$ cat config.mk
export PLATFORM = sky130hd
export DESIGN_NAME = mips_multicycle_cu
export DESIGN_NICKNAME = d
export VERILOG_FILES = /design/src/rtl/mips_multicycle_cu.sv
export SDC_FILE = /design/constraint.sdc
export NUM_CORES = 1
export LEC_CHECK = 0
export BUFFER_PORTS_ARGS = -buffer_cell sky130_fd_sc_hd__buf_2
export CORE_MARGIN = 1.5
export CORE_UTILIZATION = 39
export CTS_CLUSTER_DIAMETER = 150
export CTS_CLUSTER_SIZE = 25
export DETAILED_ROUTE_END_ITERATION = 8
export PLACE_DENSITY = 0.67
export SYNTH_ARGS = -nofsm -noshare
export SYNTH_HDL_FRONTEND = slang
export SYNTH_SLANG_ARGS = --single-unit
$ cat constraint.sdc
create_clock -name clk -period 1.6 [get_ports clk]
set_input_delay 0.08 -clock clk [delete_from_list [all_inputs] [get_ports clk]]
set_output_delay 0.08 -clock clk [all_outputs]
set_load 0.005 [all_outputs]
$ cat src/rtl/mips_multicycle_cu.sv
// mips_multicycle_cu: multi-cycle MIPS control FSM. It runs one micro-step per cycle
// and stretches the memory steps with a mem_ready handshake. A wait timeout abandons
// a stalled access, and the unit also produces illegal-instruction and retire pulses.
// Optional feature: define BNE_EN to decode bne (opcode 000101) into the BRANCH step.
module mips_multicycle_cu #(
  parameter int OPCODE_W  = 6,
  parameter int FUNCT_W   = 6,
  parameter int ALUCTRL_W = 3,
  parameter int WAIT_MAX  = 15
) (
  input  logic                 clk,
  input  logic                 rst,
  input  logic [OPCODE_W-1:0]  OpCode,
  input  logic [FUNCT_W-1:0]   func,
  input  logic                 mem_ready,
  output logic                 IorD,
  output logic                 MemWrite,
  output logic                 IRWrite,
  output logic                 PCWrite,
  output logic                 Branch,
  output logic                 Bne,
  output logic [1:0]           PCSrc,
  output logic                 ALUSrcA,
  output logic [1:0]           ALUSrcB,
  output logic [ALUCTRL_W-1:0] ALUControl,
  output logic                 RegDst,
  output logic                 MemtoReg,
  output logic                 RegWrite,
  output logic                 illegal,
  output logic                 mem_timeout,
  output logic                 retire
);

  // The counter only has to reach WAIT_MAX-1; the next low cycle is the timeout itself.
  localparam int CNT_W = (WAIT_MAX < 2) ? 1 : $clog2(WAIT_MAX);
  localparam logic [CNT_W-1:0] WAIT_LIMIT = CNT_W'(WAIT_MAX - 1);

  localparam logic [OPCODE_W-1:0] OP_RTYPE = OPCODE_W'(6'b000000);
  localparam logic [OPCODE_W-1:0] OP_LW    = OPCODE_W'(6'b100011);
  localparam logic [OPCODE_W-1:0] OP_SW    = OPCODE_W'(6'b101011);
  localparam logic [OPCODE_W-1:0] OP_BEQ   = OPCODE_W'(6'b000100);
  localparam logic [OPCODE_W-1:0] OP_ADDI  = OPCODE_W'(6'b001000);
  localparam logic [OPCODE_W-1:0] OP_J     = OPCODE_W'(6'b000010);
`ifdef BNE_EN
  localparam logic [OPCODE_W-1:0] OP_BNE   = OPCODE_W'(6'b000101);
`endif

  localparam logic [FUNCT_W-1:0] FN_ADD = FUNCT_W'(6'b100000);
  localparam logic [FUNCT_W-1:0] FN_SUB = FUNCT_W'(6'b100010);
  localparam logic [FUNCT_W-1:0] FN_AND = FUNCT_W'(6'b100100);
  localparam logic [FUNCT_W-1:0] FN_OR  = FUNCT_W'(6'b100101);
  localparam logic [FUNCT_W-1:0] FN_SLT = FUNCT_W'(6'b101010);

  localparam logic [ALUCTRL_W-1:0] ALU_ADD = ALUCTRL_W'(3'b010);
  localparam logic [ALUCTRL_W-1:0] ALU_SUB = ALUCTRL_W'(3'b110);
  localparam logic [ALUCTRL_W-1:0] ALU_AND = ALUCTRL_W'(3'b000);
  localparam logic [ALUCTRL_W-1:0] ALU_OR  = ALUCTRL_W'(3'b001);
  localparam logic [ALUCTRL_W-1:0] ALU_SLT = ALUCTRL_W'(3'b111);

  typedef enum logic [3:0] {
    S_FETCH   = 4'd0,
    S_DECODE  = 4'd1,
    S_MEMADR  = 4'd2,
    S_MEMRD   = 4'd3,
    S_MEMWB   = 4'd4,
    S_MEMWR   = 4'd5,
    S_EXECUTE = 4'd6,
    S_ALUWB   = 4'd7,
    S_BRANCH  = 4'd8,
    S_ADDIEX  = 4'd9,
    S_ADDIWB  = 4'd10,
    S_JUMP    = 4'd11
  } state_t;

  state_t           state, state_next;
  logic [CNT_W-1:0] wait_cnt, cnt_next;
  logic             in_mem;

  // State and wait-counter registers; reset drops straight back to FETCH.
  always_ff @(posedge clk or posedge rst) begin
    if (rst) begin
      state    <= S_FETCH;
      wait_cnt <= '0;
    end else begin
      state    <= state_next;
      wait_cnt <= cnt_next;
    end
  end

  // Next-state and control decode; the memory-step strobes wait for mem_ready.
  always_comb begin
    state_next  = state;
    cnt_next    = '0;
    in_mem      = 1'b0;
    IorD        = 1'b0;
    MemWrite    = 1'b0;
    IRWrite     = 1'b0;
    PCWrite     = 1'b0;
    Branch      = 1'b0;
    Bne         = 1'b0;
    PCSrc       = 2'b00;
    ALUSrcA     = 1'b0;
    ALUSrcB     = 2'b01;
    ALUControl  = ALU_ADD;
    RegDst      = 1'b0;
    MemtoReg    = 1'b0;
    RegWrite    = 1'b0;
    illegal     = 1'b0;
    mem_timeout = 1'b0;
    retire      = 1'b0;

    case (state)
      S_FETCH: begin
        in_mem = 1'b1;
        if (mem_ready) begin
          IRWrite    = 1'b1;
          PCWrite    = 1'b1;
          state_next = S_DECODE;
        end
      end
      S_DECODE: begin
        ALUSrcB = 2'b11;
        case (OpCode)
          OP_LW, OP_SW: state_next = S_MEMADR;
          OP_RTYPE:     state_next = S_EXECUTE;
          OP_BEQ:       state_next = S_BRANCH;
`ifdef BNE_EN
          OP_BNE:       state_next = S_BRANCH;
`endif
          OP_ADDI:      state_next = S_ADDIEX;
          OP_J:         state_next = S_JUMP;
          default: begin
            illegal    = 1'b1;
            state_next = S_FETCH;
          end
        endcase
      end
      S_MEMADR: begin
        ALUSrcA    = 1'b1;
        ALUSrcB    = 2'b10;
        state_next = (OpCode == OP_SW) ? S_MEMWR : S_MEMRD;
      end
      S_MEMRD: begin
        IorD   = 1'b1;
        in_mem = 1'b1;
        if (mem_ready) state_next = S_MEMWB;
      end
      S_MEMWB: begin
        MemtoReg   = 1'b1;
        RegWrite   = 1'b1;
        retire     = 1'b1;
        state_next = S_FETCH;
      end
      S_MEMWR: begin
        IorD   = 1'b1;
        in_mem = 1'b1;
        if (mem_ready) begin
          MemWrite   = 1'b1;
          retire     = 1'b1;
          state_next = S_FETCH;
        end
      end
      S_EXECUTE: begin
        ALUSrcA    = 1'b1;
        ALUSrcB    = 2'b00;
        state_next = S_ALUWB;
        case (func)
          FN_ADD: ALUControl = ALU_ADD;
          FN_SUB: ALUControl = ALU_SUB;
          FN_AND: ALUControl = ALU_AND;
          FN_OR:  ALUControl = ALU_OR;
          FN_SLT: ALUControl = ALU_SLT;
          default: begin
            illegal    = 1'b1;
            state_next = S_FETCH;
          end
        endcase
      end
      S_ALUWB: begin
        RegDst     = 1'b1;
        RegWrite   = 1'b1;
        retire     = 1'b1;
        state_next = S_FETCH;
      end
      S_BRANCH: begin
        ALUSrcA    = 1'b1;
        ALUSrcB    = 2'b00;
        ALUControl = ALU_SUB;
        PCSrc      = 2'b01;
        retire     = 1'b1;
        state_next = S_FETCH;
`ifdef BNE_EN
        if (OpCode == OP_BNE) Bne = 1'b1;
        else                  Branch = 1'b1;
`else
        Branch = 1'b1;
`endif
      end
      S_ADDIEX: begin
        ALUSrcA    = 1'b1;
        ALUSrcB    = 2'b10;
        state_next = S_ADDIWB;
      end
      S_ADDIWB: begin
        RegWrite   = 1'b1;
        retire     = 1'b1;
        state_next = S_FETCH;
      end
      S_JUMP: begin
        PCSrc      = 2'b10;
        PCWrite    = 1'b1;
        retire     = 1'b1;
        state_next = S_FETCH;
      end
      default: begin
        illegal    = 1'b1;
        state_next = S_FETCH;
      end
    endcase

    // A stalled memory step counts its low cycles and gives up at the limit.
    if (in_mem && !mem_ready) begin
      if (wait_cnt == WAIT_LIMIT) begin
        mem_timeout = 1'b1;
        state_next  = S_FETCH;
      end else begin
        cnt_next = wait_cnt + CNT_W'(1);
      end
    end

    // Reset is combinationally forced onto every strobe so none can glitch high.
    if (rst) begin
      MemWrite    = 1'b0;
      IRWrite     = 1'b0;
      PCWrite     = 1'b0;
      Branch      = 1'b0;
      Bne         = 1'b0;
      RegWrite    = 1'b0;
      illegal     = 1'b0;
      mem_timeout = 1'b0;
      retire      = 1'b0;
    end
  end

endmodule

# After elaboration in Yosys (flattened, before gate mapping)
# Index checks and enable logic that the tools add are counted.
# totals
register_bits,8
latchBits,0
mem_bits_rw,0
rom_bits,0
in_bits,15
output_inout_bits,20
wordCells,80
mem_count,0
# classes
n_addsub,1
mul,0
div_mod_pow,0
order_cmp,0
eq_ne,22
n_shift,0
n_mux,40
bitwise,0
n_reduce_logical,15
# ops
cell,count
== test 6 bit (second input constant),7
two-way mux 4 bit,7
one-hot mux 4 bit (7 select lines),1
two-way mux 1 bit,22
== test 4 bit (second input constant),5
one-hot mux 4 bit (5 select lines),1
== test 4 x 3 -> 1 bit (second input constant),4
one-hot mux 3 bit (4 select lines),1
OR reduction 10 bit,1
OR reduction 5 bit,2
== test 4 x 2 -> 1 bit (second input constant),2
OR reduction 2 bit,4
== test 6 x 2 -> 1 bit (second input constant),1
== test 6 x 3 -> 1 bit (second input constant),1
== test 6 x 4 -> 1 bit (second input constant),1
zero test 6 bit,1
two-way mux 3 bit,2
one-hot mux 2 bit (3 select lines),1
one-hot mux 3 bit (2 select lines),1
OR reduction 3 bit,2
OR reduction 6 bit,1
adder 4 x 1 -> 4 bit (second input constant),1
== test 4 x 1 -> 1 bit (second input constant),1
zero test 4 bit,1
6 further kinds,7

# Longest topological paths before layout
# logic_depth
ltp_word,6
ltp_mapped,5
depth_no_buf,5

# Worst setup path before layout
# Ideal clock, no wire load.
# synth_path
path_type,register to output
start,reg state[3]
end,out ALUControl[2]
arrival_time_ns,1.281
required_time_ns,1.520
slack_ns,0.239
path_stages_with_launch,4
n_path_buf,0
cell_sequence,dfrtp_1 > nand2b_1 > or3_1 > o31ai_1
# synth_between
elab_chain_len,2
elab_cells_between_ends,3
cone_classes,2 x eq/ne; 1 x mux
# synth_rtl
element,line,text
from (decl),75,"state_t state, state_next;"
from (signal assigned),85,state <= state_next;
== test 4 bit or == test 4 x 3 -> 1 bit (tied branches),112,case (state)
one-hot mux 3 bit (2 select lines) (*),112,
to (decl),25,"output logic [ALUCTRL_W-1:0] ALUControl,"
# Every way passes the cells marked *; elsewhere a longest branch is shown, timed or not.

# Worst setup path in the final report
# layout_path
start,reg state[0]
end,out mem_timeout
# layout_between
elab_chain_len,6
elab_cells_between_ends,8
cone_classes,2 x eq/ne; 3 x mux; 3 x reduce/logical
# layout_rtl
element,line,text
== test 4 x 3 -> 1 bit (tied with other cells),112,
OR reduction 3 bit (no source line) (*),--,
two-way mux 1 bit (*),112,
logical AND 1 bit (*),222,if (in_mem && !mem_ready) begin
two-way mux 1 bit (*),222,
two-way mux 1 bit (*),232,if (rst) begin
to (decl),30,"output logic mem_timeout,"
# Marks and branches as above.

==> summary.md <==
| Metric | Value |
|---|---|
| Diodes inserted | `0` |
| Post-synthesis mux area share | `0%` |
| Tcrit/Tclk final | `99.4%` |
| Crit. End Element | `output port` |
| Crit Path Class | `flop to output port` |
| Wirelength, routed | `2320 um` |
| Syn avg cell area | `7.18 sq um` |
| Synth Area in Compound Gates | `22.1%` |
| CTS Buf Count | `3` |
| Chip Width | `49.8 um` |
| Peak supply drop | `645 uV` |
| Reg2reg path depth | `7` |
| Buffers on Ports | `33` |
| Clk_lat worst skew | `0.25 ns` |
| Placed Cells | `181` |
| Critical Path End | `mem_timeout` |
| Clock tree buffer depth | `2` |
| Placer Congestion | `0.849` |
| # IOs | `35` |
| Post-route ant nets | `0` |
| First-pass GRT wire length | `3820 um` |
| Clock sink count | `8` |
| Vias in the first global route | `917` |
| Run status | `finished, final reports clean` |
| Clk slew on worst S/H paths | `0.06 ns` |
| Synth area leaders | `dfrtp_1, nor2_1, nand2b_1, xnor2_1, a31oi_1` |
| Area growth, synth to finish | `46.7%` |
| CTS tree | `built` |
| Dpl ws | `0.169 ns` |
| Clock Skews | `0.00133 ns` |
| Fin. max-slew vios | `0` |
| Htree depth | `1` |
| Total power | `1.50 mW` |
| R2R setup slack | `0.07 ns` |
| Largest net degree at the start of global routing | `14` |
| Synth top area share | `23.4%` |
| Final Non-Filler Cells | `190` |
| Yosys cell types | `41` |
| Main combinational cell family by area after synthesis | `simple AND/OR/NAND/NOR gates` |
| Crit path launch type | `flop` |
| Residual DRC | `0` |
| Routed vias | `1000` |
| Layout cells sized above 1 | `43.6%` |
| Starting Density | `42.3%` |
| # setup viols final | `0` |
| Synth Area in XOR/XNOR | `6.15%` |
| Post-synth top area cell | `dfrtp_1` |
| RSZ-0062 raised after global routing | `true` |
| Avg WL per Cell | `12.2 um` |
| Data arrival time of the worst path | `1.51 ns` |
| Seq/Total Area, Yosys | `23.4%` |
| Die height | `49.8 um` |
| Placed Area | `1090 sq um` |
| Num rows | `16` |
| Core box area | `2020 sq um` |
| CP Max Fanout | `5` |
| Final Hold Viols | `0` |
| Net count reported at finish | `182` |
| Mapped Cells | `119` |
| FF-to-FF End | `state[1]$_DFF_PP0_` |
| CP startpoint | `state[0]$_DFF_PP0_` |
| Post-synth EDFFs | `0` |
| PD cells | `1200 nW/um^2` |
| Worst setup margin | `0.0104 ns` |
| Filler Cell Count | `186` |
| Vias per cell | `5.26` |
| Achievable frequency | `629 MHz` |
| Max cap viols | `0` |
| Die area | `2480 sq um` |
| Top_reg_cell synth | `dfrtp_1` |
| P_leak | `0.603 nW` |
| Post-synthesis net count | `136` |
| Final core occ | `62.0%` |
| Total track usage | `19.7%` |
| Synthesized cell area | `855 sq um` |
| Crit Reg-Reg Startpoint | `state[0]$_DFF_PP0_` |
| Post-route design area | `1250 sq um` |
| Synthesis warning total | `0` |
| Initial antenna violation count | `0` |
| Post-layout min period | `1.59 ns` |
| Asr flop ratio synth | `100%` |
| Worst path required time | `1.52 ns` |
| Final HPWL DP | `1860 um` |
| Synth Area in Simple Gates | `37.8%` |
| Worst hold path class | `input pin to flop` |
| Iteration-0 DRC Markers | `30` |
| Clock root cell | `clkbuf_4` |
| #FFs+latches synth | `8` |
| GR Overflow Total | `0` |
| Synthesized-area fraction occupied by adder cells | `2.93%` |
| First-pass iteration count of the detailed router | `4` |
==> critical path, stage by stage, from the launching register on <==
cell,delay [ns]
dfrtp_2,0.44
buf_6,0.14
xor2_2,0.14
o21ai_2,0.19
nand3_1,0.12
nor2_1,0.12
buf_2,0.12
==> cells by family (layout without fill, tap and decap cells) <==
| kind of cell | count (synthesis) | in the layout |
|---|---|---|
| other | 1 | 1 |
| flip-flops | 8 | 8 |
| adder cells (fa/ha/maj) | 2 | 2 |
| XOR/XNOR | 6 | 6 |
| AO/OA/AOI/OAI | 26 | 26 |
| AND/OR/NAND/NOR | 62 | 62 |
| buffers and inverters | 14 | 58 |
==> power breakdown <==
group / internal [mW] / leakage [nW] / switching [mW]
registers: 0.260 / 0.104 / 0.0709
logic: 0.517 / 0.486 / 0.496
clock network: 0.0860 / 0.0138 / 0.0711
==> placed cells by master (no fill, tap or decap), drive strengths merged <==
| cell type | netlist | routed |
|---|---|---|
| o31ai | 1 | 1 |
| dfrtp | 8 | 8 |
| xor2 | 2 | 2 |
| a21oi | 3 | 3 |
| o41ai | 1 | 1 |
| nor2b | 1 | 1 |
| ha | 2 | 2 |
| nor4 | 1 | 1 |
| nor3b | 1 | 1 |
| a32oi | 1 | 1 |
| buf | 6 | 47 |
| nand2 | 6 | 6 |
| xnor2 | 4 | 4 |
| o21bai | 1 | 1 |
| conb | 1 | 1 |
| a21o | 3 | 3 |
| clkbuf | 1 | 3 |
| a31oi | 5 | 5 |
| nand3 | 5 | 5 |
| and3 | 1 | 1 |
| nor3 | 6 | 6 |
| a221oi | 1 | 1 |
| or2 | 3 | 3 |
| nor4b | 1 | 1 |
| dlygate4sd3 | 0 | 1 |
| a22oi | 1 | 1 |
| or3 | 3 | 3 |
| nor2 | 23 | 23 |
| a32o | 2 | 2 |
| nand3b | 2 | 2 |
| or4 | 2 | 2 |
| o21ai | 4 | 4 |
| inv | 7 | 7 |
| nand2b | 7 | 7 |
| o21a | 2 | 2 |
| o22ai | 1 | 1 |
==> cell type report <==
class | instances | area (sq um) | share of cell area (%)
Timing Repair Buffer | 48 | 292 | 23.3
Sequential cell | 8 | 204 | 16.3
Multi-Input combinational cell | 97 | 676 | 53.9
Clock buffer | 3 | 22.5 | 1.80
Tap cell | 27 | 33.8 | 2.69
Inverter | 7 | 26.3 | 2.10
==> registers in the layout (all words and copies together), names as in the netlist <==
name / cells
wait_cnt: 4
state: 4
==> cells in the mapped netlist (2+ instances only) <==
| master | instances |
|---|---|
| or2_1 | 3 |
| a21o_1 | 3 |
| xor2_1 | 2 |
| or3_1 | 3 |
| nand3b_1 | 2 |
| nand2b_1 | 7 |
| nand2_1 | 6 |
| o21ai_1 | 2 |
| xnor2_1 | 4 |
| o21ai_0 | 2 |
| buf_2 | 4 |
| a21oi_1 | 2 |
| a32o_1 | 2 |
| dfrtp_1 | 8 |
| ha_1 | 2 |
| nor3_1 | 5 |
| a31oi_1 | 5 |
| or4_1 | 2 |
| inv_1 | 7 |
| o21a_1 | 2 |
| nor2_1 | 22 |
| nand3_1 | 5 |
==> layer usage <==
layer  up-vias  wire length (um)  global-route usage (%)
li1        506                 -                       -
met1       462              1020                    25.1
met2        30              1200                    34.7
met3         2                84                    2.73
met4         0                19                    4.63
met5         -                 0                       0
==> how the worst min path moves through the flow <==
| stage | cells after the start | endpoint | startpoint | slack [ns] |
|---|---|---|---|---|
| after floorplan | 1 | state[0]$_DFF_PP0_ | rst | -0.08 |
| after global placement | 3 | wait_cnt[3]$_DFF_PP0_ | rst | 0.15 |
| after detailed placement | 3 | wait_cnt[3]$_DFF_PP0_ | rst | 0.16 |
| after CTS | 4 | state[2]$_DFF_PP0_ | OpCode[3] | 0.20 |
| after global routing | 4 | state[2]$_DFF_PP0_ | OpCode[3] | 0.24 |
| final | 4 | state[2]$_DFF_PP0_ | OpCode[3] | 0.20 |
==> timing repair <==
action / in CTS / in global routing
endpoints found under the hold margin: 8 / 0
cloned: 0 / 0
setup endpoints to repair: 5 / 7
hold buffers: 1 / 0
resized for setup: 2 / 20
buffers inserted: 1 / 4
pin swaps: 0 / 4
==> per-stage QoR <==
stage | hold slack, ns | setup TNS [ns]
global route | 0.238 | -0.230
finish | 0.198 | 0
CTS | 0.205 | -0.0488
detailed placement | 0.155 | 0
global placement | 0.152 | 0
floorplan | -0.0796 | 0
Note: power is estimated with default switching activity, not from simulation.
